**config.mk**
```make
export PLATFORM = sky130hd
export DESIGN_NAME = axi4_lite_master
export DESIGN_NICKNAME = d
export VERILOG_FILES = /design/src/rtl/axi4_lite_master.sv
export SDC_FILE = /design/constraint.sdc
export NUM_CORES = 1
export LEC_CHECK = 0
export CORE_UTILIZATION = 45
export DETAILED_ROUTE_END_ITERATION = 8
export PLACE_DENSITY = 0.86
export SLEW_MARGIN = 20
export SYNTH_ARGS = -nofsm -noshare
export SYNTH_HDL_FRONTEND = slang
export SYNTH_SLANG_ARGS = --single-unit
```
**constraint.sdc**
```tcl
create_clock -name clk -period 7.7 [get_ports clk]
set_clock_uncertainty 0.05 [all_clocks]
set_input_delay 1.54 -clock clk [delete_from_list [all_inputs] [get_ports clk]]
set_output_delay 1.54 -clock clk [all_outputs]
set_load 0.005 [all_outputs]
```
**src/rtl/axi4_lite_master.sv**
```systemverilog
// rtl/axi4_lite_master.sv - single-outstanding AXI4-Lite master bridging load/store requests
module axi4_lite_master #(
    parameter int ADDR_WIDTH = 32,
    parameter int DATA_WIDTH = 32
) (
    input  logic                  clk,
    input  logic                  rst,
    input  logic                  mem_read,
    input  logic                  mem_write,
    input  logic [3:0]            byte_en,
    input  logic [ADDR_WIDTH-1:0] addr,
    input  logic [DATA_WIDTH-1:0] write_data,
    output logic                  req_ready,
    output logic [DATA_WIDTH-1:0] read_data,
    output logic                  read_valid,
    output logic                  write_done,
    output logic                  resp_err,
    output logic [ADDR_WIDTH-1:0] M_AXI_AWADDR,
    output logic                  M_AXI_AWVALID,
    input  logic                  M_AXI_AWREADY,
    output logic [DATA_WIDTH-1:0] M_AXI_WDATA,
    output logic [3:0]            M_AXI_WSTRB,
    output logic                  M_AXI_WVALID,
    input  logic                  M_AXI_WREADY,
    input  logic [1:0]            M_AXI_BRESP,
    input  logic                  M_AXI_BVALID,
    output logic                  M_AXI_BREADY,
    output logic [ADDR_WIDTH-1:0] M_AXI_ARADDR,
    output logic                  M_AXI_ARVALID,
    input  logic                  M_AXI_ARREADY,
    input  logic [DATA_WIDTH-1:0] M_AXI_RDATA,
    input  logic [1:0]            M_AXI_RRESP,
    input  logic                  M_AXI_RVALID,
    output logic                  M_AXI_RREADY
);

    typedef enum logic [2:0] {
        IDLE    = 3'd0,
        WR_REQ  = 3'd1,
        WR_RESP = 3'd2,
        RD_REQ  = 3'd3,
        RD_RESP = 3'd4
    } state_t;

    state_t state;

    always_ff @(posedge clk or posedge rst) begin
        if (rst) begin
            state         <= IDLE;
            req_ready     <= 1'b1;
            read_data     <= '0;
            read_valid    <= 1'b0;
            write_done    <= 1'b0;
            resp_err      <= 1'b0;
            M_AXI_AWADDR  <= '0;
            M_AXI_AWVALID <= 1'b0;
            M_AXI_WDATA   <= '0;
            M_AXI_WSTRB   <= '0;
            M_AXI_WVALID  <= 1'b0;
            M_AXI_BREADY  <= 1'b0;
            M_AXI_ARADDR  <= '0;
            M_AXI_ARVALID <= 1'b0;
            M_AXI_RREADY  <= 1'b0;
        end else begin
            read_valid <= 1'b0;
            write_done <= 1'b0;
            case (state)
                IDLE: begin
                    // A store takes priority; a simultaneous load is simply not accepted.
                    if (mem_write) begin
                        M_AXI_AWADDR  <= addr;
                        M_AXI_WDATA   <= write_data;
                        M_AXI_WSTRB   <= byte_en;
                        M_AXI_AWVALID <= 1'b1;
                        M_AXI_WVALID  <= 1'b1;
                        req_ready     <= 1'b0;
                        state         <= WR_REQ;
                    end else if (mem_read) begin
                        M_AXI_ARADDR  <= addr;
                        M_AXI_ARVALID <= 1'b1;
                        req_ready     <= 1'b0;
                        state         <= RD_REQ;
                    end
                end
                WR_REQ: begin
                    if (M_AXI_AWVALID && M_AXI_AWREADY) M_AXI_AWVALID <= 1'b0;
                    if (M_AXI_WVALID && M_AXI_WREADY)   M_AXI_WVALID  <= 1'b0;
                    // Each channel is done once its VALID has dropped or handshakes now.
                    if ((!M_AXI_AWVALID || M_AXI_AWREADY) && (!M_AXI_WVALID || M_AXI_WREADY)) begin
                        M_AXI_BREADY <= 1'b1;
                        state        <= WR_RESP;
                    end
                end
                WR_RESP: begin
                    if (M_AXI_BVALID) begin
                        M_AXI_BREADY <= 1'b0;
                        resp_err     <= |M_AXI_BRESP;
                        write_done   <= 1'b1;
                        req_ready    <= 1'b1;
                        state        <= IDLE;
                    end
                end
                RD_REQ: begin
                    if (M_AXI_ARREADY) begin
                        M_AXI_ARVALID <= 1'b0;
                        M_AXI_RREADY  <= 1'b1;
                        state         <= RD_RESP;
                    end
                end
                RD_RESP: begin
                    if (M_AXI_RVALID) begin
                        M_AXI_RREADY <= 1'b0;
                        read_data    <= M_AXI_RDATA;
                        resp_err     <= |M_AXI_RRESP;
                        read_valid   <= 1'b1;
                        req_ready    <= 1'b1;
                        state        <= IDLE;
                    end
                end
                default: state <= IDLE;
            endcase
        end
    end

endmodule

```
==> results.sh <==
export IMPL_multiInputGateArea_sq_mm=0.00179
export IMPL_cts_setup_buffers=0
export IMPL_power_frac_seq_pct=36.2
export IMPL_drcViolationCount=0
export IMPL_min_to="M_AXI_WDATA[14]"
export IMPL_cp_slowest_stage_delay_ns=0.68
export IMPL_synth_edff_count=0
export IMPL_final_common_cell="clkdlybuf4s50_1"
export IMPL_total_power_mw=3.75
export IMPL_place_congestion=0.773
export IMPL_endpoint_kind="register"
export IMPL_fin_nets=723
export IMPL_synthFlopType="dfrtp_1"
export IMPL_yosys_warnings=0
export IMPL_firstDrtPassIters=4
export IMPL_p_leak_nw=3.72
export IMPL_final_cell_mix="clkdlybuf4s50_1 (253), dfrtp_1 (143), mux2_2 (113)"
export IMPL_reg2reg_setup_slack_ns=4.94
export IMPL_internal_power_mw=2.78
export IMPL_max_freq_mhz=269
export IMPL_dpl_hpwl_um=9610
export IMPL_cts_tree="built"
export IMPL_cts_buffers=17
export IMPL_io_buffers=253
export IMPL_avgSynthCellArea_sq_um=15.7
export IMPL_vdd_drop_max_mv=0.224
export IMPL_switchingPower_mw=0.976
export IMPL_worstRegToRegCells=4
export IMPL_path_buf_inv=3
export IMPL_coreArea_sq_mm=0.0120
export IMPL_drt_total_wl_um=13700
export IMPL_clock_latency_ns=0.41
export IMPL_worst_path_max_delay_cell="buf_4"
export IMPL_seq_area_frac_synth_pct=65.4
export IMPL_cap_violations=0
export IMPL_holdPathStages=1
export IMPL_cp_start_kind="input pin"
export IMPL_cts_root_buf="clkbuf_16"
export IMPL_start_util_pct=46.0
export IMPL_grt_first_pass_wirelength_um=21600
export IMPL_areaGrowthSynthToFinish_pct=60.6
export IMPL_wl_per_cell_um=17.9
export IMPL_slew_headroom_pct=40.3
export IMPL_postRouteAntennaNets=0
export IMPL_crit_type="in2reg"
export IMPL_p_comb_share_pct=38.6
export IMPL_p_sw_share_pct=26.0
export IMPL_dr_first_iter_drc_count=131
export IMPL_worstMarginPinSlew_ns=0.895
export IMPL_diodes=0
export IMPL_hold_viol=0
export IMPL_clkTransAtPathRegs_ns=0.06
export IMPL_critPathMaxFanout=56
export IMPL_grt_max_degree=74
export IMPL_period_share_pct=48.3
export IMPL_synth_seq_cells=144
export IMPL_regToRegEndpoint="M_AXI_WDATA[18]"
export IMPL_cts_num_sinks=144
export IMPL_vias=3855
export IMPL_fin_crit_ns=3.72
export IMPL_antenna_found_initial=0
export IMPL_core_rowCount=40
export IMPL_seqCellArea_sq_mm=0.00360
export IMPL_required_ns=7.95
export IMPL_drive_above_1_share_pct=24.3
export IMPL_htree_levels=4
export IMPL_finalMaxSlewViolations=0
export IMPL_syn_area_sq_mm=0.00551
export IMPL_worstHoldPathType="reg2reg"
export IMPL_status="completed"
export IMPL_synth_cell_types=30
export IMPL_crit_family="buffers and inverters"
export IMPL_overflow=0
export IMPL_grt_total_usage_pct=22.6
export IMPL_fill_cells=755
export IMPL_finalSetupTns_ns=0
export IMPL_pin_count=254
export IMPL_setup_viol=0
export IMPL_hold_path_startpoint="M_AXI_WDATA[14]"
export IMPL_p_clk_share_pct=25.2
export IMPL_async_reset_ff_share_pct=100
export IMPL_hold_buffers=0
export IMPL_syn_inst=351
export IMPL_cts_buffer_depth=2
export IMPL_die_h_um=113
export IMPL_vias_per_cell=5.01
export IMPL_cts_repair_resized=0
export IMPL_reg2reg_from="state[0]"
export IMPL_fp_dieW_um=113
export IMPL_rsz0062_at_grt="false"
export IMPL_path_cells="clkdlybuf4s50_1 -> inv_1 -> nor3_4 -> buf_4 -> mux2_2"
export IMPL_syn_nets=464
export IMPL_holdWs_ns=0.434
export IMPL_first_global_vias=4042
export IMPL_design_die_area_sq_mm=0.0127
export IMPL_pwr_density_cell_mw_per_mm2=424
export IMPL_critPathArrivalTime_ns=3.96
## through the flow
stage	cells	utilization, %	instance area (sq um)	setup slack [ns]
after floorplan	351	-	5510	2.25
after global placement	738	68.3	8160	3.65
after detailed placement	738	68.3	8160	3.56
after CTS	769	73.9	8840	4.01
after global routing	769	73.9	8840	3.86
final	769	73.9	8840	3.98
## how the worst max path moves through the flow
stage,from,to,slack [ns],depth (start not counted)
after floorplan,rst,M_AXI_ARADDR[0],2.25,1
after global placement,mem_write,M_AXI_AWADDR[24],3.65,5
after detailed placement,mem_write,M_AXI_AWADDR[27],3.56,5
after CTS,mem_write,M_AXI_WDATA[1],4.01,5
after global routing,mem_write,M_AXI_WDATA[1],3.86,5
final,mem_write,M_AXI_WDATA[18],3.98,5
## synthesized netlist by cell type, types with 2 or more instances
| library cell | number | area [sq um] |
|---|---|---|
| dfrtp_1 | 143 | 3580 |
| mux2_2 | 113 | 1270 |
| mux2_1 | 20 | 225 |
| buf_2 | 11 | 55.1 |
| nand2_1 | 9 | 33.8 |
| o21ai_0 | 9 | 45.0 |
| inv_1 | 8 | 30.0 |
| nor2_1 | 8 | 30.0 |
| a21oi_1 | 4 | 20.0 |
| a31oi_1 | 2 | 12.5 |
| buf_6 | 2 | 22.5 |
| clkbuf_1 | 2 | 7.51 |
| nand2b_1 | 2 | 12.5 |
| nor4_1 | 2 | 12.5 |
## metal layers
| metal | part of all wire (%) | vias to the layer above | routed length (um) | track usage [%] |
|---|---|---|---|---|
| met1 | 39 | 1900 | 5340 | 25.7 |
| met5 | 0 | - | 0 | 0 |
| met4 | 1.9 | 0 | 267 | 9.42 |
| li1 | - | 1757 | - | - |
| met3 | 7.8 | 23 | 1070 | 7.72 |
| met2 | 51 | 175 | 7050 | 38.8 |
## cells by family (layout without fill, tap and decap cells)
kind of cell | after synthesis | after routing | share of synthesized area [%]
buffers and inverters | 24 | 295 | 2.23
and+or+nand+nor | 28 | 28 | 2.61
muxes | 134 | 134 | 27.4
AOI/OAI and AO/OA | 21 | 21 | 2.34
DFF | 144 | 144 | 65.4
## power by group through the flow
stage	sequential, mW	combinational [mW]	clock, mW
floorplan	1.36	0.528	0
global placement	1.34	1.41	0
detailed placement	1.36	1.45	0
CTS	1.36	1.47	0.957
global route	1.41	1.55	0.992
finish	1.36	1.45	0.944
## sequential cells by signal, indices dropped and copies added, names as in the netlist, 3 cells and up
register and count:
M_AXI_WSTRB 4, state 3, M_AXI_WDATA 32, read_data 32, M_AXI_ARADDR 32, M_AXI_AWADDR 32
## final cells by class
| type | count | area share (%) |
|---|---|---|
| Tap cell | 147 | 2.08 |
| Inverter | 8 | 0.396 |
| Sequential cell | 144 | 40.8 |
| Multi-Input combinational cell | 183 | 20.2 |
| Timing Repair Buffer | 256 | 28.9 |
| Clock inverter | 12 | 2.69 |
| Clock buffer | 19 | 5.01 |
Power figures use the tool's default switching activity.
